==> src/rtl/vector_mem_sequencer.sv <==
// Memory-stage access sequencer: turns a scalar or LANES-wide vector load/store
// into single-word beats on the memory port and stalls the pipeline until it finishes.
module vector_mem_sequencer #(
   parameter int LANES = 4,
   parameter int N     = 32
) (
   input  logic               clk,
   input  logic               rst_n,
   input  logic [LANES*N-1:0] ALU_result_bus_M,
   input  logic [LANES*N-1:0] write_data_bus_M,
   input  logic               mem_read_M,
   input  logic               mem_write_M,
   input  logic               vector_access_M,
   input  logic [N-1:0]       mem_rdata,
   input  logic               mem_ready,
   output logic               mem_req,
   output logic               mem_we,
   output logic [31:0]        mem_addr,
   output logic [N-1:0]       mem_wdata,
   output logic               stall_M,
   output logic [LANES*N-1:0] data_bus_M
);

   localparam int BW = (LANES > 1) ? $clog2(LANES) : 1;

   localparam logic [1:0] S_IDLE   = 2'd0;
   localparam logic [1:0] S_ACCESS = 2'd1;
   localparam logic [1:0] S_DONE   = 2'd2;

   logic [1:0]    state;
   logic [BW-1:0] beat;
   logic [BW-1:0] last;
   logic          is_write;
   logic [31:0]   base;
   logic [N-1:0]  wlanes [LANES];
   logic [N-1:0]  lbuf   [LANES];
   logic [LANES*N-1:0] load_flat;
   logic          op;

   assign op = mem_read_M | mem_write_M;

   // Op type, base address and store data are captured at issue so the beats
   // do not depend on the stalled upstream registers.
   always_ff @(posedge clk) begin
      if (!rst_n) begin
         state    <= S_IDLE;
         beat     <= '0;
         last     <= '0;
         is_write <= 1'b0;
         base     <= '0;
         for (int i = 0; i < LANES; i++) begin
            wlanes[i] <= '0;
            lbuf[i]   <= '0;
         end
      end else begin
         case (state)
            S_IDLE: begin
               if (op) begin
                  state    <= S_ACCESS;
                  beat     <= '0;
                  is_write <= mem_write_M;
                  last     <= vector_access_M ? BW'(LANES - 1) : '0;
                  base     <= {ALU_result_bus_M[31:2], 2'b00};
                  for (int i = 0; i < LANES; i++) begin
                     wlanes[i] <= write_data_bus_M[N*i +: N];
                     lbuf[i]   <= '0;
                  end
               end
            end
            S_ACCESS: begin
               if (mem_ready) begin
                  if (!is_write) lbuf[beat] <= mem_rdata;
                  if (beat == last) state <= S_DONE;
                  else beat <= beat + BW'(1);
               end
            end
            S_DONE: begin
               state <= S_IDLE;
               beat  <= '0;
            end
            default: state <= S_IDLE;
         endcase
      end
   end

   always_comb begin
      load_flat = '0;
      for (int i = 0; i < LANES; i++) load_flat[N*i +: N] = lbuf[i];
   end

   assign mem_req    = (state == S_ACCESS);
   assign mem_we     = mem_req & is_write;
   assign mem_addr   = base + 32'(beat) * 32'(N / 8);
   assign mem_wdata  = wlanes[beat];
   assign stall_M    = rst_n & (((state == S_IDLE) & op) | (state == S_ACCESS));
   assign data_bus_M = ((state == S_DONE) && !is_write) ? load_flat : ALU_result_bus_M;

endmodule

==> config.mk <==
export PLATFORM = sky130hd
export DESIGN_NAME = vector_mem_sequencer
export DESIGN_NICKNAME = d
export VERILOG_FILES = /design/src/rtl/vector_mem_sequencer.sv
export SDC_FILE = /design/constraint.sdc
export NUM_CORES = 1
export LEC_CHECK = 0
export ABC_AREA = 1
export BUFFER_PORTS_ARGS = -buffer_cell sky130_fd_sc_hd__buf_4
export CORE_AREA = 2 2 190 192
export DETAILED_ROUTE_END_ITERATION = 6
export DIE_AREA = 0 0 192 194
export PLACE_DENSITY = 0.69
export SLEW_MARGIN = 20
export SYNTH_ARGS = -nofsm -noshare
export SYNTH_HDL_FRONTEND = slang
export SYNTH_SLANG_ARGS = --single-unit
export TNS_END_PERCENT = 20
==> constraint.sdc <==
create_clock -name clk -period 7.24 [get_ports clk]
set_clock_uncertainty 0.05 [all_clocks]
set_input_delay 0.362 -clock clk [delete_from_list [all_inputs] [get_ports clk]]
set_output_delay 0.362 -clock clk [all_outputs]
set_load 0.01 [all_outputs]
==> results.json, run 1 <==
{
  "status": "finished, final reports clean",
  "hpwl_um": 33800,
  "synth_top_area_cell": "edfxtp_1",
  "holdPathStages": 3,
  "synth.area.mux_share": 0.0787,
  "ant_nets": 0,
  "synthCells": 1421,
  "ys.flop_type": "edfxtp_1",
  "grt_pass1_vias": 11600,
  "clock_latency_ps": 550,
  "reg2reg_from": "state[1]$_SDFFE_PN0P_",
  "met1_usage": 0.298,
  "r2r-end": "wlanes[2][1]$_SDFFCE_PN0P_",
  "final_layout_size_suffix_gt1_frac": 0.342,
  "die_h_um": 194,
  "routed_wl_um": 45600,
  "setup_tns_ps": 0,
  "fin_crit_ps": 3230,
  "crit_required_ps": 6830,
  "use_met2": 0.398,
  "worst_pin_slew_ps": 1010,
  "setup.worst_path.end_class": "primary output",
  "finalHoldViolCount": 0,
  "ys_async_sr_fraction": 0,
  "rsz0062_at_grt": "no",
  "setup.worst_path.class": "reg2out",
  "synth-compound-area-share": 0.0634,
  "yosys_warnings": 0,
  "synth_area_per_cell_um2": 9.87,
  "ff_latch_area_um2": 8450,
  "wl_per_cell_um": 19.2,
  "route.detailed.drc": 0,
  "synth_top_family_by_area": "simple AND/OR/NAND/NOR gates",
  "synth_edf_count": 256,
  "met3_usage": 0.0496,
  "switching_power_uw": 1480,
  "grt_pass1_wl_um": 66400,
  "power_frac_comb": 0.249,
  "synthXorXnorAreaFrac": 0.00936,
  "cts_resized": 0,
  "worstPathMaxFanout": 65,
  "path_clk_slew_ps": 60,
  "synth_cell_type_count": 28,
  "fmaxAchievable_mhz": 309,
  "ys_seq_area_frac": 0.602,
  "power-per-cell-area_nw_per_um2": 263,
  "p_sw_frac": 0.295,
  "clk_path_buf_depth": 3,
  "synth_common_cells": "386 x nor2_1, 256 x edfxtp_1, 237 x inv_1",
  "static-leakage-power_uw": 0.00904,
  "post_synth_and_or_nand_nor_area_fraction": 0.148,
  "vias": 11700,
  "hold_path_end": "base[17]$_SDFFE_PN0P_",
  "place_area_um2": 18000,
  "synth.top_cell.area_share": 0.548,
  "syn_area_um2": 14000,
  "reg2reg_slack_ps": 4340,
  "drtIter0Drc": 837,
  "ios": 489,
  "fin_crit_sh": 0.447,
  "finalInstanceArea_um2": 19000,
  "grt_usage": 0.236,
  "hold_path.class": "in2reg",
  "maxSlewViolCount": 0,
  "fp.dieArea_um2": 37200,
  "cts_made_buffers": 31,
  "hold_start": "ALU_result_bus_M[17]",
  "multi_input_area_um2": 4340,
  "grt-busiest-layer": "met2",
  "firstDrtPassIters": 5,
  "place_congestion": 0.881,
  "areaGrowthSynthToFinish_pct": 35.3,
  "slew_headroom": 0.323,
  "grt_overflow_total": 0,
  "cp_data_arrival_time_ps": 2820,
  "crit_chain": "buf_4 > clkinv_1 > buf_4 > o21ai_0 > o22ai_1 > buf_4",
  "maxCapViolations": 0,
  "critical-path-max-stage-delay_ps": 510,
  "ctsHtreeMaxLevel": 1,
  "rows": 69,
  "num-nets-final": 2185,
  "die_x_um": 192,
  "initial_core_util": 0.398,
  "synthTopCellsByArea": "edfxtp_1 55%, nor2_1 10%, mux2_2 7.9%",
  "setup_viol": 0,
  "postCtsHoldBufs": 0,
  "seqPwrFrac": 0.447,
  "via_per_inst": 4.95,
  "clockPowerShare": 0.304,
  "ir_worst_vdd_uv": 158,
  "io_buffer_count": 486,
  "clkSinkCount": 294,
  "r2r_cells": 5,
  "p_int_uw": 3530,
  "antenna_found_initial": 3,
  "path_common_cell": "buf_4",
  "cp_slowest_cell": "buf_4",
  "cts-root-buf": "clkbuf_16",
  "startpoint_type": "flip-flop",
  "synth-seq-cells": 294,
  "synth_most_common_cell": "nor2_1",
  "fillers": 3127,
  "cts_tree": "built",
  "post_cts_buffers": 0,
  "grt_max_degree": 89,
  "core_area_um2": 35200,
  "synth_adder_area_share": 0.00678
}
==> state kept, by name (all words and copies together), names as in the netlist, named ones only <==
signal    flops
lbuf        128
wlanes      128
base         30
beat          2
state         2
is_write      1
last          1
==> cells by family after synthesis <==
logic type	after synthesis
xor gates and xnor gates	15
other	1
AOI/OAI and AO/OA	163
DFF	294
adders and majority gates	7
and+or+nand+nor	533
buffers and inverters	310
muxes	98
==> layer usage <==
metal / part of all wire / routed length, um
met1: 0.38 / 17400
met2: 0.48 / 21900
met3: 0.10 / 4660
met4: 0.036 / 1650
met5: 0 / 0
==> cell type report <==
class	instances	share of cell area
Clock inverter	23	0.00949
Sequential cell	294	0.445
Antenna cell	3	0.000395
Inverter	239	0.0472
Clock buffer	34	0.0414
Tap cell	461	0.0304
Multi-Input combinational cell	818	0.228
Timing Repair Buffer	500	0.198
==> metrics by stage <==
stage	hold WS, ps	total power [uW]	util	worst slack, ps	cells
floorplan	382	2880	-	2160	1422
global placement	401	3500	0.511	4350	2312
detailed placement	405	3520	0.511	4300	2312
CTS	13.8	5040	0.539	4030	2369
global route	27.5	5220	0.539	3790	2372
finish	30.3	5000	0.539	4010	2372
==> power groups by stage <==
stage                     Clock (uW)  Combinational [uW]  Sequential [uW]
after floorplan                    0                 646             2240
after global placement             0                1240             2260
after detailed placement           0                1250             2260
after CTS                       1550                1260             2230
after global routing            1610                1350             2260
final                           1520                1250             2240
==> cells in the final DEF, fill, tap and decap left out, types with 2 or more instances in the layout <==
| cell type | n |
|---|---|
| o21ai_0 | 72 |
| nand2_2 | 2 |
| nor2_1 | 386 |
| inv_1 | 237 |
| nand4_1 | 4 |
| nand2_1 | 104 |
| clkinvlp_4 | 2 |
| edfxtp_1 | 256 |
| a21oi_1 | 31 |
| clkinv_2 | 7 |
| buf_4 | 500 |
| clkinv_1 | 9 |
| diode_2 | 3 |
| xor2_1 | 14 |
| bufinv_16 | 2 |
| mux2_2 | 98 |
| inv_6 | 4 |
| o22ai_1 | 59 |
| dfxtp_1 | 37 |
| clkbuf_1 | 3 |
| conb_1 | 2 |
| ha_1 | 6 |
| clkbuf_16 | 31 |
| nor3_1 | 13 |
| nand3_1 | 18 |
==> worst max-delay path: cells and delay by family (launching register included) <==
| kind | cells | cell delay [ps] |
|---|---|---|
| AO/OA/AOI/OAI | 2 | 410 |
| flip-flops | 1 | 310 |
| buffers and inverters | 4 | 1470 |
==> how the worst max path moves through the flow <==
| stage | endpoint | slack, ps | startpoint | cells after the start |
|---|---|---|---|---|
| after floorplan | wlanes[0][0]$_SDFFCE_PN0P_ | 2160 | state[1]$_SDFFE_PN0P_ | 5 |
| after global placement | wlanes[3][5]$_SDFFCE_PN0P_ | 4350 | state[1]$_SDFFE_PN0P_ | 5 |
| after detailed placement | wlanes[2][1]$_SDFFCE_PN0P_ | 4300 | state[1]$_SDFFE_PN0P_ | 5 |
| after CTS | mem_wdata[24] | 4030 | flip-flop | 6 |
| after global routing | mem_wdata[24] | 3790 | flip-flop | 6 |
| final | mem_wdata[24] | 4010 | flip-flop | 6 |
Note: power is estimated with default switching activity, not from simulation.
==> inputs of run 2 (changes only) <==
CORE_AREA = 2 2 189 191   (was 2 2 190 192)
DIE_AREA = 0 0 191 193   (was 0 0 192 194)
PLACE_DENSITY = 0.72   (was 0.69)
clock period = 2.78 ns   (was 7.24 ns; I/O delays follow)
==> results.json, run 2 (synthesized netlist as in run 1, its figures left out) <==
{
  "status": "finished, final reports clean",
  "place_congestion": 0.930,
  "cts_tree": "built",
  "grt_pass1_vias": 13000,
  "fin_crit_sh": 0.921,
  "holdWs_ps": 143,
  "slew_headroom": 0.383,
  "finalHoldViolCount": 0,
  "setup.worst_path.end_class": "primary output",
  "setup_tns_ps": 0,
  "drtIter0Drc": 919,
  "hold_path.class": "in2reg",
  "post_cts_buffers": 0,
  "static-leakage-power_uw": 0.00997,
  "ir_worst_vdd_uv": 402,
  "cp_slowest_cell": "dfxtp_1",
  "clock_latency_ps": 520,
  "path_common_cell": "nand2_1",
  "areaGrowthSynthToFinish_pct": 51.1,
  "setup.worst_path.class": "reg2out",
  "power-per-cell-area_nw_per_um2": 654,
  "largestRegisters": "lbuf (128), wlanes (128), base (30)",
  "via_per_inst": 5.00,
  "crit_chain": "ha_1 > nand2_1 > nand2_1 > nand4_1 > nor2_1 > xor2_1 > buf_4",
  "die_x_um": 191,
  "cts_made_buffers": 34,
  "worstPathMaxFanout": 7,
  "wl_per_cell_um": 20.0,
  "final_cells": 2574,
  "die_h_um": 193,
  "utilization": 0.606,
  "maxSlewViolCount": 0,
  "cp_data_arrival_time_ps": 2370,
  "initial_core_util": 0.401,
  "core_area_um2": 35000,
  "fp.dieArea_um2": 36900,
  "holdPathStages": 8,
  "route.detailed.drc": 0,
  "rsz0062_at_grt": "no",
  "grt_max_degree": 156,
  "ant_nets": 0,
  "startpoint_type": "flip-flop",
  "final_layout_size_suffix_gt1_frac": 0.316,
  "grt_pass1_wl_um": 74100,
  "ctsHtreeMaxLevel": 2,
  "setup_viol": 0,
  "io_buffer_count": 486,
  "fmaxAchievable_mhz": 390,
  "grt_usage": 0.269,
  "worst_pin_slew_ps": 926,
  "diodes": 0,
  "num-nets-final": 2390,
  "fin_crit_ps": 2560,
  "mostFrequentLayoutCell": "buf_4",
  "maxCapViolations": 0,
  "most-common-layout-cells": "502 x buf_4, 386 x nor2_1, 256 x edfxtp_1",
  "clk_path_buf_depth": 3,
  "cts-root-buf": "clkbuf_16",
  "rows": 69,
  "grt_overflow_total": 0,
  "crit_required_ps": 2590,
  "path_clk_slew_ps": 60,
  "routed_wl_um": 51600,
  "ios": 489,
  "vias": 12900,
  "critical-path-max-stage-delay_ps": 390,
  "clkSinkCount": 294,
  "hpwl_um": 35600,
  "antenna_found_initial": 0,
  "place_inst": 2321,
  "place_ws_ps": 645,
  "firstDrtPassIters": 5,
  "r2r_cells": 6,
  "setup_slack_ps": 218,
  "fillers": 2744
}
[run 2: changes by cell type in the layout (fill, tap and decap cells not counted), sizes merged]
cell and change:
dlygate4sd3 +193, buf +9, clkbuf +4, diode -3, inv -1
[run 2: worst max-delay path, delay by kind of cell, from the launching register on]
| kind | cells | cell delay [ps] |
|---|---|---|
| AND/OR/NAND/NOR | 4 | 570 |
| flip-flops | 1 | 390 |
| XOR/XNOR | 1 | 370 |
| adder cells (fa/ha/maj) | 1 | 320 |
| buffers and inverters | 1 | 200 |
[run 2: layer usage]
metal	track usage	vias up	share of wire	wire, um
met3	0.0545	135	0.093	4810
met2	0.473	751	0.50	25700
li1	-	5965	-	-
met1	0.316	6021	0.36	18600
met5	0	-	0	0
met4	0.131	0	0.050	2560
[run 2: cell type report]
class                   instances  area (um2)  area share
well taps                     461         577      0.0272
clock inverters                22         220      0.0104
clock buffers                  38         866      0.0408
flip-flops and latches        294        8450       0.399
inverters                     239         897      0.0423
repair buffers                702        5840       0.276
multi-input cells             818        4350       0.205
[run 2: worst paths after layout]
check / slack [ps] / start / endpoint
worst min-delay path: 140 / mem_read_M / flip-flop
worst max register to register: 690 / state[1]$_SDFFE_PN0P_ / lbuf[3][26]$_SDFFCE_PN0P_
worst max-delay path: 220 / beat[1]$_SDFFE_PN0P_ / mem_addr[15]
worst min register to register: 420 / base[2]$_SDFFE_PN0P_ / base[2]$_SDFFE_PN0P_
[run 2: power breakdown]
group | internal (uW) | total [uW] | leakage (uW) | switching [uW]
Sequential | 5560 | 5840 | 0.00315 | 276
Combinational | 1630 | 3660 | 0.00630 | 2020
Clock | 2480 | 4360 | 0.000526 | 1880
[run 2: metrics by stage]
stage	power [uW]	cell area, um2
after floorplan	7480	14000
after global placement	9220	18200
after detailed placement	9260	18200
after CTS	13900	21200
after global routing	14400	21200
final	13900	21200
[run 2: what timing repair did]
action,in CTS,in global routing
hold buffers,193,0
endpoints found under the hold margin,294,0
gates resized for setup,0,2
setup endpoints to repair,0,3
